<file path="config.mk">
export PLATFORM = sky130hd
export DESIGN_NAME = alarm_timer
export DESIGN_NICKNAME = d
export VERILOG_FILES = /design/src/rtl/alarm_timer_pkg.sv /design/src/rtl/one_hz_divider.sv /design/src/rtl/alarm_timer.sv
export SDC_FILE = /design/constraint.sdc
export NUM_CORES = 1
export LEC_CHECK = 0
export ABC_AREA = 1
export BUFFER_PORTS_ARGS = -buffer_cell sky130_fd_sc_hd__clkbuf_2
export CAP_MARGIN = 20
export CORE_MARGIN = 2
export CORE_UTILIZATION = 61
export CTS_BUF_LIST = sky130_fd_sc_hd__clkbuf_8
export DETAILED_ROUTE_END_ITERATION = 6
export HOLD_SLACK_MARGIN = 0.08
export MAX_ROUTING_LAYER = met4
export PLACE_DENSITY = 0.92
export RECOVER_POWER = 25
export SETUP_SLACK_MARGIN = 0.3
export SLEW_MARGIN = 15
export SYNTH_ARGS = -nofsm -noshare
export SYNTH_HDL_FRONTEND = slang
export SYNTH_SLANG_ARGS = --single-unit
export TNS_END_PERCENT = 50
</file>
<file path="constraint.sdc">
create_clock -name clock -period 2.5 [get_ports clock]
set_input_delay 0.125 -clock clock [delete_from_list [all_inputs] [get_ports clock]]
set_output_delay 0.125 -clock clock [all_outputs]
set_load 0.01 [all_outputs]
</file>
<file path="src/rtl/alarm_timer_pkg.sv">
// alarm_timer_pkg
//   Types and constants shared by the alarm timer, the fuel pump controller and
//   the time-parameter store.
//   - state_e        : alarm timer FSM state encoding
//   - interval codes : index of each stored time parameter
//   - run_time()     : converts a stored value plus the double flag into seconds
package alarm_timer_pkg;

  typedef enum logic [1:0] {
    ST_IDLE  = 2'd0,
    ST_FETCH = 2'd1,
    ST_COUNT = 2'd2,
    ST_DONE  = 2'd3
  } state_e;

  localparam int VALUE_W    = 4;
  localparam int REM_W      = 5;
  localparam int INTERVAL_W = 2;

  localparam logic [INTERVAL_W-1:0] ARM_DELAY       = 2'd0;
  localparam logic [INTERVAL_W-1:0] DRIVER_DELAY    = 2'd1;
  localparam logic [INTERVAL_W-1:0] PASSENGER_DELAY = 2'd2;
  localparam logic [INTERVAL_W-1:0] ALARM_ON        = 2'd3;

  // A doubled run time is the stored value shifted left by one; the extra
  // result bit keeps the doubled value of 15 (30 s) representable.
  function automatic logic [REM_W-1:0] run_time(input logic [VALUE_W-1:0] v,
                                                input logic               dbl);
    return dbl ? {v, 1'b0} : {1'b0, v};
  endfunction

endpackage

</file>
<file path="src/rtl/one_hz_divider.sv">
// one_hz_divider
//   Prescaler for the alarm timer: counts 0..CLK_DIV-1 while enabled and flags
//   the last count of each second.
//   clock  : system clock
//   reset  : synchronous active-high reset, counter to 0
//   clear  : synchronous counter clear (takes priority over enable)
//   enable : advance the counter this cycle
//   tick   : high during the cycle in which the counter sits at CLK_DIV-1 and
//            is enabled; the parent registers it, so the pulse it presents
//            lands on the same edge as the counter wrap
module one_hz_divider #(
  parameter int CLK_DIV = 100000000
) (
  input  logic clock,
  input  logic reset,
  input  logic clear,
  input  logic enable,
  output logic tick
);

  localparam int CW = $clog2(CLK_DIV);
  localparam logic [CW-1:0] LAST = CW'(CLK_DIV - 1);

  logic [CW-1:0] count_q;
  logic [CW-1:0] count_d;

  always_comb begin
    count_d = count_q;
    if (clear) begin
      count_d = '0;
    end else if (enable) begin
      count_d = (count_q == LAST) ? '0 : count_q + CW'(1);
    end
  end

  always_ff @(posedge clock) begin
    if (reset) begin
      count_q <= '0;
    end else begin
      count_q <= count_d;
    end
  end

  assign tick = enable && !clear && (count_q == LAST);

endmodule

</file>
<file path="src/rtl/alarm_timer.sv">
// alarm_timer
//   Loads a time parameter from an external store, counts it down in seconds
//   and pulses expired when the countdown completes.
//   clock          : system clock
//   reset          : synchronous active-high reset
//   start          : single-cycle load request
//   start_interval : index of the time parameter to run
//   double         : run for twice the stored value (sampled with start)
//   cancel         : abort the countdown without expiry
//   value          : seconds from the parameter store for index 'interval'
//   interval       : index presented to the parameter store
//   busy           : high while fetching or counting
//   remaining      : seconds left, 0 when idle
//   one_hz         : one-cycle pulse at each second boundary while counting
//   expired        : one-cycle pulse when a countdown completes
// All outputs come straight from flops.
module alarm_timer
  import alarm_timer_pkg::*;
#(
  parameter int CLK_DIV = 100000000
) (
  input  logic                  clock,
  input  logic                  reset,
  input  logic                  start,
  input  logic [INTERVAL_W-1:0] start_interval,
  input  logic                  double,
  input  logic                  cancel,
  input  logic [VALUE_W-1:0]    value,
  output logic [INTERVAL_W-1:0] interval,
  output logic                  busy,
  output logic [REM_W-1:0]      remaining,
  output logic                  one_hz,
  output logic                  expired
);

  state_e                state_q, state_d;
  logic [INTERVAL_W-1:0] interval_q, interval_d;
  logic                  dbl_q, dbl_d;
  logic [REM_W-1:0]      remaining_q, remaining_d;
  logic                  busy_q, busy_d;
  logic                  one_hz_q, one_hz_d;
  logic                  expired_q, expired_d;

  logic                  accept_start;
  logic                  div_en;
  logic                  div_clear;
  logic                  sec_tick;
  logic [REM_W-1:0]      run_secs;

  assign accept_start = start && !cancel;
  assign run_secs     = run_time(value, dbl_q);

  // The prescaler only runs in a COUNT cycle that is not being left through
  // cancel or retrigger; every other cycle holds it at zero, so each new
  // countdown starts from a fresh second.
  assign div_en    = (state_q == ST_COUNT) && !cancel && !start;
  assign div_clear = !div_en;

  one_hz_divider #(
    .CLK_DIV (CLK_DIV)
  ) u_divider (
    .clock  (clock),
    .reset  (reset),
    .clear  (div_clear),
    .enable (div_en),
    .tick   (sec_tick)
  );

  always_comb begin
    state_d     = state_q;
    interval_d  = interval_q;
    dbl_d       = dbl_q;
    remaining_d = remaining_q;
    one_hz_d    = 1'b0;
    // The expiry pulse is the registered image of the DONE cycle, so it is
    // emitted even when DONE is left through a retrigger.
    expired_d   = (state_q == ST_DONE);

    case (state_q)
      ST_IDLE: begin
        if (accept_start) begin
          interval_d = start_interval;
          dbl_d      = double;
          state_d    = ST_FETCH;
        end
      end

      ST_FETCH: begin
        // start is ignored here; value is valid now that interval has settled
        if (cancel) begin
          remaining_d = '0;
          state_d     = ST_IDLE;
        end else begin
          remaining_d = run_secs;
          state_d     = (run_secs == '0) ? ST_DONE : ST_COUNT;
        end
      end

      ST_COUNT: begin
        if (cancel) begin
          remaining_d = '0;
          state_d     = ST_IDLE;
        end else if (start) begin
          interval_d = start_interval;
          dbl_d      = double;
          state_d    = ST_FETCH;
        end else if (sec_tick) begin
          one_hz_d    = 1'b1;
          // remaining is at least 1 in COUNT, so this never wraps
          remaining_d = remaining_q - REM_W'(1);
          if (remaining_q == REM_W'(1)) begin
            state_d = ST_DONE;
          end
        end
      end

      ST_DONE: begin
        if (accept_start) begin
          interval_d = start_interval;
          dbl_d      = double;
          state_d    = ST_FETCH;
        end else begin
          state_d = ST_IDLE;
        end
      end

      default: begin
        state_d = ST_IDLE;
      end
    endcase

    busy_d = (state_d == ST_FETCH) || (state_d == ST_COUNT);
  end

  always_ff @(posedge clock) begin
    if (reset) begin
      state_q     <= ST_IDLE;
      interval_q  <= ARM_DELAY;
      dbl_q       <= 1'b0;
      remaining_q <= '0;
      busy_q      <= 1'b0;
      one_hz_q    <= 1'b0;
      expired_q   <= 1'b0;
    end else begin
      state_q     <= state_d;
      interval_q  <= interval_d;
      dbl_q       <= dbl_d;
      remaining_q <= remaining_d;
      busy_q      <= busy_d;
      one_hz_q    <= one_hz_d;
      expired_q   <= expired_d;
    end
  end

  assign interval  = interval_q;
  assign busy      = busy_q;
  assign remaining = remaining_q;
  assign one_hz    = one_hz_q;
  assign expired   = expired_q;

endmodule
</file>
==> run_results.csv <==
group,metric,value,unit
layout,most-common-layout-cells,"nand2_1 (72), inv_1 (48), nor2_1 (46), dfxtp_1 (40), a21oi_1 (22)",
pwr,ir_worst_vdd,0.493,mV
place,pre_cts_ws,0.744,ns
clock_network,cts_root_buffer,"clkbuf_8",
logic_synthesis,syn-cell-area,0.00229,mm2
route,vias,2154,
setup_path,cp_max_fo,8,
clock_network,holdBufCountCts,2,
global_route,grt_overflow,0,
layout,area_delta_synth_final,11.3,%
global_route,first_global_vias,2027,
layout,drive_gt1_share,10.5,%
setup_path,startpoint_type,"flop",
clock_network,cts.sinks,40,
setup_path,crit_type,"flop to flop",
pwr,p_total,0.00182,W
clock_network,tritoncts,"built",
route,drt-initial-drc-count,149,
global_route,grt_pass1_wl,8540,um
clock_network,htreeDepth,2,
place,routabilityCongestion,0.863,
logic_synthesis,synth-edff-count,0,
logic_synthesis,synth_cells,334,
setup_path,path_depth,10,
layout,fin_area,0.00255,mm2
logic_synthesis,ys_types,34,
clock_network,path_clk_slew,0.08,ns
route,wl_per_cell,12.0,um
layout,layout.cells.most_common,"nand2_1",
logic_synthesis,ys_seq_area_share,34.9,%
timing,tightestPinTransition,0.328,ns
logic_synthesis,yosys_warnings,0,
setup_path,crit_slowest_cell,"dfxtp_1",
clock_network,max-clock-path-buffers,2,
setup_path,rr_worst_depth,10,
logic_synthesis,synth_ff_type,"dfxtp_1",
route,drc,0,
route,routed_wl,4940,um
setup_path,crit_path_end_kind,"flop",
setup_path,critical-path-top-delay-family,"simple AND/OR/NAND/NOR gates",
route,avgViaCountPerCell,5.25,
floorplanning,die_h,65.3,um
route,first_pass_iters,4,
clock_network,cts-buffers-inserted,5,
setup_path,critPathMaxStageDelay,0.36,ns
setup_path,critPathBufInv,3,
global_route,grt_max_degree,19,
logic_synthesis,yosys_register_bits,40,
timing,fmaxAchievable,0.554,GHz
setup_path,crit_path_cell_trace,"inv_1, ha_1, nand2_1, nor2_1, inv_1, nor2_1, nand2_1, inv_1, o21ai_0, a21oi_1",
logic_synthesis,synth_area_per_cell,6.87,um2
floorplanning,die_area,0.00427,mm2
outcome,outcome,"completed",
pwr,p_per_area,712,mW/mm2
clock_network,post_cts_resized,0,
worst_hold_path,hold_path.class,"input port to flop",
setup_path,crit_arrival,2.03,ns
setup_path,cp_common_cell,"inv_1",
logic_synthesis,syn_nets,352,
clock_network,clk_latency,0.30,ns
global_route,track_usage,26.6,%
timing,finalHoldWorstSlack,0.0934,ns
route,detail-route-antenna-nets,0,
timing,setup_viol,0,
timing,finClkSkew,0.00518,ns
floorplanning,core,0.00363,mm2
floorplanning,rows,22,
place,port_buffers,20,
floorplanning,start_util,63.2,%
timing,slew_violations,0,
logic_synthesis,async_reset_ff_share,0,%
floorplanning,die_w,65.3,um
timing,finalCriticalPeriod,1.81,ns
worst_hold_path,min_path_cells,3,
timing,setup_ws,0.695,ns
timing,setup_tns,0,ns
pwr,power_leakage,0.986,nW
layout,nets,379,
job,cap_violations,0,
timing,max_slew_margin,77.9,%
place,post-dp-hpwl,3840,um
timing,hold_viol_final,0,
timing,min_period_over_period,72.2,%
place,placed_area,0.00244,mm2
setup_path,critPathRequiredTime,2.73,ns
clock_network,post_cts_buffers,0,
layout,antenna_cells,0,
floorplanning,io_pins,21,
global_route,antenna_found_initial,0,
timing,rsz0062_at_grt,"no",
[path summary, 6_finish.rpt]
kind / from / slack [ns] / endpoint
min reg2reg: interval[0] / 0.48 / interval[0]
max: state_q[0] / 0.69 / u_divider.count_q[19]
max reg2reg: state_q[0] / 0.69 / u_divider.count_q[19]
min: double / 0.09 / dbl_q
[registers in the layout, summed over array words and instances (netlist names)]
signal / cells
interval: 2
u_divider.count_q: 27
dbl_q: 1
remaining: 5
expired: 1
busy: 1
one_hz: 1
state_q: 2
[cell families after synthesis]
group	count (synthesis)	share of synthesized area [%]
fa+ha+maj	7	3.82
buf+inv	51	8.83
xor+xnor	8	3.05
compound gates	48	11.9
simple gates	180	37.5
flops	40	34.9
[power breakdown]
group	switching, W	internal [W]	leakage (nW)
clock	0.000226	0.000292	0.0593
combinational	0.000348	0.000207	0.604
sequential	0.0000574	0.000690	0.324
[final cells by class]
class,count,area [um2]
Tap cell,48,60.1
Fill cell,351,1080
Multi-Input combinational cell,243,1290
Timing Repair Buffer,23,115
Clock buffer,5,68.8
Sequential cell,40,801
Clock inverter,3,38.8
Inverter,48,180
[Yosys cell counts (all sizes together), types with 3 or more instances]
cell type / instances / area, um2
o22ai: 4 / 25.0
a21oi: 22 / 110
dfxtp: 40 / 801
and3: 3 / 18.8
xnor2: 3 / 26.3
nor2: 52 / 239
o21ai: 16 / 91.3
nand4: 11 / 68.8
nor3: 12 / 70.1
xor2: 5 / 43.8
inv: 48 / 180
ha: 7 / 87.6
nor3b: 3 / 22.5
nand2: 79 / 329
nand3: 16 / 85.1
[layer usage]
metal / track usage [%] / vias up / part of all wire, %
met1: 29.0 / 968 / 44
met5: - / - / 0
li1: - / 1136 / -
met4: 11.5 / 0 / 2.4
met2: 46.4 / 39 / 51
met3: 5.99 / 11 / 3.4
[through the flow]
stage | instances | utilization, %
after global placement | 400 | 67.1
after global routing | 410 | 70.3
final | 410 | 70.3
after detailed placement | 400 | 67.1
after CTS | 410 | 70.7
after floorplan | 334 | -
[worst register-to-register path, cell delays in order, from the launching register on]
cell     delay (ns)
dfxtp_1        0.36
inv_1          0.10
ha_1           0.17
nand2_1        0.14
nor2_1         0.20
inv_1          0.09
nor2_1         0.09
nand2_1        0.09
inv_1          0.18
o21ai_0        0.15
a21oi_1        0.16
(Power assumes the default switching activity.)
